## config.mk

```make
export PLATFORM = sky130hd
export DESIGN_NAME = vc_dest_arbiter
export DESIGN_NICKNAME = d
export VERILOG_FILES = /design/src/rtl/vc_dest_arbiter_pkg.sv /design/src/rtl/vc_dest_arbiter_rr_arb2.sv /design/src/rtl/vc_dest_arbiter.sv
export SDC_FILE = /design/constraint.sdc
export NUM_CORES = 1
export LEC_CHECK = 0
export ABC_AREA = 1
export CAP_MARGIN = 20
export CORE_MARGIN = 4
export CORE_UTILIZATION = 47
export CTS_BUF_LIST = sky130_fd_sc_hd__clkbuf_8
export DETAILED_ROUTE_END_ITERATION = 8
export GPL_ROUTABILITY_DRIVEN = 0
export GPL_TIMING_DRIVEN = 0
export PLACE_DENSITY = 0.82
export SYNTH_ARGS = -nofsm -noshare
export SYNTH_HDL_FRONTEND = slang
export SYNTH_SLANG_ARGS = --single-unit
```

## constraint.sdc

```tcl
create_clock -name clk -period 1.7 [get_ports clk]
set_input_delay 0.34 -clock clk [delete_from_list [all_inputs] [get_ports clk]]
set_output_delay 0.34 -clock clk [all_outputs]
set_load 0.02 [all_outputs]
```

## src/rtl/vc_dest_arbiter_pkg.sv

```systemverilog
// Shared state encoding and destination constants for vc_dest_arbiter.
package vc_dest_arbiter_pkg;

  localparam int DEST_BITS = 2;
  localparam int NUM_DEST  = 4;

  typedef enum logic [2:0] {
    IDLE = 3'd0,
    POP  = 3'd1,
    CAP  = 3'd2,
    HOLD = 3'd3,
    PUSH = 3'd4
  } arb_state_t;

  function automatic logic [NUM_DEST-1:0] dest_onehot(input logic [DEST_BITS-1:0] dest);
    logic [NUM_DEST-1:0] v;
    v       = '0;
    v[dest] = 1'b1;
    return v;
  endfunction

endpackage

```

## src/rtl/vc_dest_arbiter_rr_arb2.sv

```systemverilog
// Two-requester grant function: round-robin by default, VC0-first when
// ARB_STRICT_PRIO_EN is defined.
module rr_arb2 (
  input  logic [1:0] req,
  input  logic       last_grant,
  output logic       grant,
  output logic       valid
);

  assign valid = |req;

`ifdef ARB_STRICT_PRIO_EN
  logic unused_last;
  assign unused_last = last_grant;
  assign grant       = ~req[0];
`else
  // Prefer the requester that did not win last time, else fall back to the other.
  assign grant = req[~last_grant] ? ~last_grant : last_grant;
`endif

endmodule

```

## src/rtl/vc_dest_arbiter.sv

```systemverilog
// Moves words from two VC FIFOs to four destination FIFOs, one word in flight.
// Optional macro ARB_STRICT_PRIO_EN selects strict VC0 priority instead of round-robin.
module vc_dest_arbiter
  import vc_dest_arbiter_pkg::*;
#(
  parameter int DATA_SIZE = 8
) (
  input  logic                 clk,
  input  logic                 reset,
  input  logic                 vc0_empty,
  input  logic                 vc1_empty,
  input  logic [DATA_SIZE-1:0] vc0_data,
  input  logic [DATA_SIZE-1:0] vc1_data,
  input  logic [NUM_DEST-1:0]  d_pause,
  input  logic [NUM_DEST-1:0]  d_full,
  output logic                 vc0_pop,
  output logic                 vc1_pop,
  output logic [NUM_DEST-1:0]  d_push,
  output logic [DATA_SIZE-1:0] d_data,
  output logic                 busy,
  output logic                 last_grant
);

  arb_state_t               state, state_nxt;
  logic                     vc0_pop_nxt, vc1_pop_nxt, last_grant_nxt;
  logic [NUM_DEST-1:0]      d_push_nxt;
  logic [DATA_SIZE-1:0]     d_data_nxt;
  logic [DATA_SIZE-1:0]     hold_word;
  logic [DATA_SIZE-1:0]     cap_word;
  logic [DEST_BITS-1:0]     dest;
  logic                     dest_blocked;
  logic                     arb_grant, arb_valid;

  rr_arb2 u_arb (
    .req        ({~vc1_empty, ~vc0_empty}),
    .last_grant (last_grant),
    .grant      (arb_grant),
    .valid      (arb_valid)
  );

  // In CAP the popped word is on the granted VC's data bus; afterwards it lives in hold_word.
  assign cap_word     = (state == CAP) ? (last_grant ? vc1_data : vc0_data) : hold_word;
  assign dest         = cap_word[DATA_SIZE-1 -: DEST_BITS];
  assign dest_blocked = d_pause[dest] | d_full[dest];
  assign busy         = (state != IDLE);

  always_comb begin
    state_nxt      = state;
    vc0_pop_nxt    = 1'b0;
    vc1_pop_nxt    = 1'b0;
    d_push_nxt     = '0;
    d_data_nxt     = d_data;
    last_grant_nxt = last_grant;
    case (state)
      IDLE, PUSH: begin
        state_nxt = IDLE;
        if (arb_valid) begin
          state_nxt      = POP;
          last_grant_nxt = arb_grant;
          vc0_pop_nxt    = ~arb_grant;
          vc1_pop_nxt    = arb_grant;
        end
      end
      POP:
        state_nxt = CAP;
      CAP, HOLD: begin
        if (dest_blocked) begin
          state_nxt = HOLD;
        end else begin
          state_nxt  = PUSH;
          d_push_nxt = dest_onehot(dest);
          d_data_nxt = cap_word;
        end
      end
      default:
        state_nxt = IDLE;
    endcase
  end

  always_ff @(posedge clk or negedge reset) begin
    if (!reset) begin
      state      <= IDLE;
      vc0_pop    <= 1'b0;
      vc1_pop    <= 1'b0;
      d_push     <= '0;
      d_data     <= '0;
      last_grant <= 1'b1;
    end else begin
      state      <= state_nxt;
      vc0_pop    <= vc0_pop_nxt;
      vc1_pop    <= vc1_pop_nxt;
      d_push     <= d_push_nxt;
      d_data     <= d_data_nxt;
      last_grant <= last_grant_nxt;
    end
  end

  // Holding register: pure data, only meaningful while state is HOLD.
  always_ff @(posedge clk) begin
    if (state == CAP) hold_word <= cap_word;
  end

endmodule

```

# Yosys cells after proc, flatten, opt, wreduce, memory -nomap -nowiden
# Index checks and enable logic that the tools add are counted.
[word_totals] regBits=26 inputBits=28 elab_cells=48
[op_classes] n_lt_le_gt_ge=3 eq_ne=4 mux=20 n_bitwise=6 n_reduce_logical=8
[ops] operator="2-to-1 mux 8 bit" count=2
[ops] operator="2-to-1 mux 1 bit" count=11
[ops] operator="case mux 3 bit (3 select lines)" count=1
[ops] operator="2-to-1 mux 4 bit" count=2
[ops] operator="== test 3 x 2 -> 1 bit (second input constant)" count=2
[ops] operator="OR reduction 2 bit" count=3
[ops] operator="NOT 1 bit" count=5
[ops] operator="binary-select mux 1 bit (select 2 bit)" count=2
[ops] operator="AND reduction 2 bit" count=2
[ops] operator="== test 3 x 1 -> 1 bit (second input constant)" count=1
[ops] operator="== test 3 bit (second input constant)" count=1
[ops] operator="zero test 3 bit" count=1
[ops] operator="< comparator 2 x 3 -> 1 bit (second input constant)" count=1
[ops] operator="2-to-1 mux 3 bit" count=1
[ops] operator="nonzero test 3 bit" count=1
[ops] operator="demux 1 bit (select 2 bit)" count=1
[ops] operator="greater-or-equal comparator 2 x 1 -> 1 bit (second input constant)" count=1
[ops] operator="< comparator 1 x 2 -> 1 bit (second input constant)" count=1
[ops] operator="logical AND 1 bit" count=1
[ops] operator="OR 1 bit" count=1

# Depth between registers and ports, before layout
[logic_depth] ltp_word=8 ltp_mapped=11 mapped_depth_nobuf=11

# Hierarchy
# Synthesis repeated with hierarchy kept, for this count alone.
[unflattened] cells_unflattened=150 area_unflattened_um2=1288.7
[by_module_without_submodules] module="vc_dest_arbiter" n_inst=1 cells_each=144 area_per_inst_um2=1263.7 seq_area_each_um2=691.9
[by_module_without_submodules] module="rr_arb2" n_inst=1 cells_each=6 area_per_inst_um2=25.0 seq_area_each_um2=0.0

# Worst setup path after synthesis
# No wires, ideal clock.
[synth_timing] path_kind="flip-flop to flip-flop" startpoint="register last_grant" endpoint="register d_data[0]" setup_time_ns=0.118 arrival_time_ns=1.489 required_ns=1.582 setup_slack_ns=0.093 stages_incl_launch_ff=11 n_path_buf=1 period_less_slack_ns=1.607 cell_sequence="dfstp_2 > buf_4 > nand2_1 > nand2_1 > nand2_1 > nand2_2 > nand2_2 > nand2_4 > nand4_4 > nand2_1 > nand2_1"
[synth_via] elab_chain_len=7 elab_cells_between_ends=9 cone_classes="mux (6); bitwise (2); reduce/logical (1)"
[synth_lines] element="from (decl)" line_no="vc_dest_arbiter.sv:21" source="output logic last_grant"
[synth_lines] element="from (signal assigned)" line_no="vc_dest_arbiter.sv:94" source="last_grant <= last_grant_nxt;"
[synth_lines] element="2-to-1 mux 8 bit * (2 in a row)" line_no="vc_dest_arbiter.sv:42" source="assign cap_word = (state == CAP) ? (last_grant ? vc1_data : vc0_data) : hold_word;"
[synth_lines] element="binary-select mux 1 bit (select 2 bit)" line_no="vc_dest_arbiter.sv:44" source="assign dest_blocked = d_pause[dest] | d_full[dest];"
[synth_lines] element="2-to-1 mux 1 bit (not written as such)" line_no="vc_dest_arbiter.sv:44"
[synth_lines] element="OR 1 bit" line_no="vc_dest_arbiter.sv:44"
[synth_lines] element="NOT 1 bit (no source line)"
[synth_lines] element="AND reduction 2 bit (no source line)"
[synth_lines] element="to (signal assigned)" line_no="vc_dest_arbiter.sv:93" source="d_data <= d_data_nxt;"
[synth_lines] element="to (decl)" line_no="vc_dest_arbiter.sv:19" source="output logic [DATA_SIZE-1:0] d_data,"
# Mark *: on every way between the ends. The rest lies on a longest branch, timed or not. The select of a mux whose other input is x is not followed.
# A chain may end at the register's enable or synchronous reset.

# Worst setup path after layout
[layout_timing] startpoint="register last_grant" endpoint="register d_data[5]"
# The elaborated chain is that of the path after synthesis.

==> results.json <==
{
  "status": "finished with violations",
  "violations": "negative setup slack",
  "path_class": "reg -> reg",
  "core_area_um2": 2567,
  "slew_violations": 0,
  "initial_core_util_pct": 50.97,
  "p_leak_uw": 0.0009364,
  "cts_max_path_buffers": 2,
  "ys_top_cells_by_area": "dfrtp_1 33%, edfxtp_1 18%, nand2_1 14%",
  "grt_pass1_vias": 1167,
  "cts_tree": "built",
  "pin_count": 44,
  "critPathSlowestCell": "dfstp_2",
  "syn_area_um2": 1309,
  "grt_pass1_wl_um": 5092,
  "worst_pin_slew_ns": 0.8230,
  "fin_crit_sh_pct": 103.0,
  "h-tree-depth": 1,
  "hp-class": "reg -> reg",
  "nets": 236,
  "hold_viol_final": 0,
  "routedWlPerCell_um": 16.38,
  "root_buffer": "clkbuf_8",
  "synth_compound_area_share_pct": 4.876,
  "cpMostUsedCell": "nand2_1",
  "avgViaCountPerCell": 5.481,
  "critPathCaptureType": "register",
  "yosys.area_share.xor_xnor_pct": 0,
  "place_hpwl_um": 2571,
  "finish.utilization_pct": 81.38,
  "cts_buffers": 3,
  "worstPathArrival_ns": 1.92,
  "synth_warnings": 0,
  "synth.avg_cell_area_um2": 9.026,
  "synthSimpleGateAreaFrac_pct": 38.15,
  "setup_viol": 8,
  "die_x_um": 60.77,
  "grt_overflow": 0,
  "slew_headroom_pct": 44.96,
  "ant_nets": 0,
  "wl_um": 3881,
  "max-cap-violations": 0,
  "layout-drive-gt1-share_pct": 30.92,
  "cp_cell_sequence": "buf_6, nand2_2, nand2_1, nand2_1, nand2_2, nand2_2, nand2_4, nand4_4, nand2_1, nand2_1",
  "synth_top_cell_area_share_pct": 32.50,
  "rows": 18,
  "vias": 1299,
  "synthCells": 145,
  "yosys.area.top_type": "dfrtp_1",
  "clkLatencyLatePin_ns": 0.28,
  "track_usage_pct": 19.13,
  "drc": 0,
  "syn2layout_area_growth_pct": 59.66,
  "synth-seq-area-share_pct": 52.87,
  "clk_pin_slew_ns": 0.10,
  "rsz0062_at_grt": "true",
  "path_delay_family": "simple AND/OR/NAND/NOR gates",
  "port_buffers": 43,
  "syn_nets": 173,
  "max_stage_delay_ns": 0.60,
  "crit_path_start_kind": "register",
  "final_common_cell": "clkdlybuf4s50_1",
  "finalWorstSetupSlack_ns": -0.05064,
  "antenna_found_initial": 0,
  "yosys.area_share.adder_pct": 0,
  "p_per_area_nw_per_um2": 2023,
  "cp.buffers_inverters": 1,
  "required_ns": 1.87,
  "drt-initial-drc-count": 45,
  "num_antenna_cells": 0,
  "synth_mux_area_share_pct": 0,
  "finalClockSkew_ns": 0.002809,
  "fin_hold_ws_ns": 0.4910,
  "fin_setup_tns_ns": -0.1858,
  "fmax_mhz": 571.2,
  "ir_drop_uv": 1399,
  "fp.dieH_um": 60.77,
  "dieArea_um2": 3693,
  "critPathMaxFanout": 8,
  "synth_cell_types": 24,
  "synth_top_family_by_area": "simple AND/OR/NAND/NOR gates",
  "layout_common_cells": "41 x clkdlybuf4s50_1, 35 x nand2_1, 17 x nor2_1",
  "clkSinkCount": 26,
  "period_minus_slack_ns": 1.751,
  "synth-seq-cells": 26,
  "drtPass1Iterations": 5,
  "grt_max_degree": 19
}
-- tightest hold or removal path: cells and delay by family, from the launching register on --
family           cells  cell delay [ns]
flip-flops           1             0.35
AND/OR/NAND/NOR      2             0.11
-- per-layer routing --
| layer | share of wire [%] | up-vias | GRT usage [%] |
|---|---|---|---|
| met4 | 4.9 | 0 | 7.430 |
| met2 | 53 | 59 | 34.81 |
| met3 | 6.2 | 25 | 3.830 |
| met1 | 36 | 611 | 21.88 |
| met5 | 0 | - | 0 |
| li1 | - | 604 | - |
-- final cells by class --
| class | instances | area, um2 |
|---|---|---|
| clock buffers | 3 | 41.29 |
| multi-input cells | 107 | 676.9 |
| flip-flops and latches | 26 | 693.2 |
| fillers | 163 | 478.0 |
| repair inverters | 1 | 7.507 |
| clock inverters | 1 | 30.03 |
| repair buffers | 56 | 538.0 |
| well taps | 30 | 37.54 |
| inverters | 11 | 48.80 |
| plain buffers | 2 | 16.27 |
-- cells in the mapped netlist, drive strengths merged --
cell type  count
nand2         58
o31ai          6
inv           10
dfstp          1
nor3           3
o21ai          2
buf            2
a21oi          1
clkinv         1
edfxtp         8
nand3          5
nand4          9
dfrtp         17
or2            4
nor2          18
-- report_power, final --
part / leakage, uW / switching [uW] / internal (uW)
logic: 0.000596 / 1550 / 1030
clock network: 0.0000357 / 209 / 315
registers: 0.000305 / 164 / 962
-- through the flow --
stage               power (uW)  area [um2]  instances  setup slack, ns
finish                    4228        2090        237         -0.05064
global route              4456        2090        237          -0.1686
CTS                       3635        1882        225         0.005229
detailed placement        3044        1777        218          -0.1576
global placement          2953        1777        218          -0.1086
floorplan                 2386        1309        145          0.09295
-- final timing paths --
| check | slack, ns | to | cells past startpoint | startpoint |
|---|---|---|---|---|
| setup / recovery | -0.05 | d_data[5] | 10 | last_grant |
| setup reg to reg | -0.05 | d_data[5] | 10 | last_grant |
| max in group asynchronous | 0.61 | state[1] | 1 | reset |
| min in group asynchronous | 0.53 | d_data[2] | 1 | reset |
| hold reg to reg | 0.49 | d_data[6] | 2 | d_data[6] |
| hold / removal | 0.49 | d_data[6] | 2 | d_data[6] |
-- flip-flops by register name, indices dropped and copies added, names as in the netlist --
register,cells
d_data,8
d_push,4
hold_word,8
last_grant,1
state,3
vc0_pop,1
vc1_pop,1
-- cells by family after synthesis --
kind of cell,after synthesis
buf+inv,13
simple gates,97
compound gates,9
flops,26
-- what timing repair did --
item	CTS	global route
setup endpoints to repair	17	14
gates resized for setup	3	29
pin swaps	1	10
hold buffers	0	0
cloned	1	1
setup buffers	2	11
Note: power is estimated with default switching activity, not from simulation.
==> variant: new RTL, same flow settings <==
Change the package constant `NUM_DEST` from 4 to 5.
--- a/src/rtl/vc_dest_arbiter_pkg.sv
+++ b/src/rtl/vc_dest_arbiter_pkg.sv
@@ -2,7 +2,7 @@
 package vc_dest_arbiter_pkg;
 
   localparam int DEST_BITS = 2;
-  localparam int NUM_DEST  = 4;
+  localparam int NUM_DEST  = 5;
 
   typedef enum logic [2:0] {
     IDLE = 3'd0,
Ports: changed (resized d_full, d_pause and d_push); port bits go from 44 to 47. The function was not compared with the original's and may differ.
==> variant against the original RTL <==
- the run still ends with setup timing left
- worst setup slack worse by 0.075 ns
- first-iteration DRC count is 96% higher
- count of clock-buffer cells in the layout stayed put
- clock skew hardly changed
- wire length is 7.3% higher
- design area is 0.90% lower
- synthesized area is 2.8% lower
- total power is 0.22% higher
- sequential cell count stayed put
- worst hold slack worse by 0.020 ns
- critical path type unchanged
- critical endpoint is now d_push[2]
- largest power group unchanged
- highest routed layer unchanged
==> variant: results (changes against the original RTL) <==
status = finished with violations (unchanged)
failing checks = setup timing (unchanged)
post-layout util = 82.1% (was 81.4%)
Hold EP = d_data[3] (was d_data[6])
final worst slack = -0.126 ns (was -0.0506 ns)
Fin Setup TNS = -0.232 ns (was -0.186 ns)
GR Util met1 = 26.4% (was 21.9%)
pre-CTS WS = -0.214 ns (was -0.158 ns)
met2 Usage GRT = 43.4% (was 34.8%)
Multi-input gate area = 646 um^2 (was 677 um^2)
first-iteration detailed-routing DRC count = 88 (was 45)
Die Width = 60.0 um (was 60.8 um)
Data required, critical path = 1.85 ns (was 1.87 ns)
Filler cells = 158 (was 163)
Max VDD drop = 0.00129 V (was 0.00140 V)
DRT Pass-1 Iters = 4 (was 5)
post-DR vias/cell = 5.53 (was 5.48)
DR WL/cell = 17.3 um (was 16.4 um)
clk tree area frac = 3.44% (was 3.41%)
vias in the first global route = 1,327 (was 1,167)
share of layout cells above drive strength 1 = 27.5% (was 30.9%)
Post-synth EDFFs = 8 (unchanged)
register area share after synthesis = 54.4% (was 52.9%)
Netlist cell types = 23 (was 24)
final setup vio count = 4 (was 8)
Slew @ Worst Pin = 0.807 ns (was 0.823 ns)
clk_skew = 0.00317 ns (was 0.00281 ns)
met3 Resource Use GR = 3.24% (was 3.83%)
HP Start = d_data[3] (was d_data[6])
synth top area cells = dfrtp_1 33%, edfxtp_1 19%, nand2_1 16% (was dfrtp_1 33%, edfxtp_1 18%, nand2_1 14%)
first-pass GRT wire length = 6070 um (was 5090 um)
Post-Synthesis Cells = 147 (was 145)
dpl hpwl = 2460 um (was 2570 um)
post_cts resized = 15 (was 3)
Signal buf overhead = 27.4% (was 26.5%)
metal3 WL = 334 um (was 242 um)
Mapped Nets = 177 (was 173)
RR Startpoint = last_grant (unchanged)
count of plain and timing-repair buffers = 61 (was 58)
dpl cells = 220 (was 218)
GRT Total Usage = 23.3% (was 19.1%)
worst flop-to-flop path endpoint = d_push[2] (was d_data[5])
Compound-Gate Fraction of Synth Area = 5.01% (was 4.88%)
met2 wire len = 2170 um (was 2060 um)
met1 WL = 1540 um (was 1390 um)
area post-placement = 0.00174 mm^2 (was 0.00178 mm^2)
Top Registers = d_data x8, hold_word x8, d_push x4 (unchanged)
Seq Cell Count = 26 (unchanged)
[variant: cells by family (layout without fill, tap and decap cells)]
family,count (synthesis),count (layout)
other,1,1
AOI/OAI and AO/OA,9,9
buffers and inverters,14,77
DFF,26,26
and+or+nand+nor,97,98
[variant: worst max-delay path, stage by stage, from the launching register on]
cell and delay [ns]:
dfstp_2 0.60, clkinv_4 0.10, nand2_1 0.07, nand2_1 0.05
nand2_1 0.07, nand2_2 0.10, nand3_4 0.14, nand2_4 0.08
inv_4 0.09, nand2_2 0.10, nor3_1 0.31
[variant: power breakdown]
part           total [W]  leakage (nW)  internal (W)  switching [W]
Sequential       0.00112         0.306      0.000959       0.000159
Clock           0.000520        0.0357      0.000316       0.000205
Combinational    0.00260         0.600       0.00102        0.00158
Total            0.00424         0.942       0.00229        0.00195
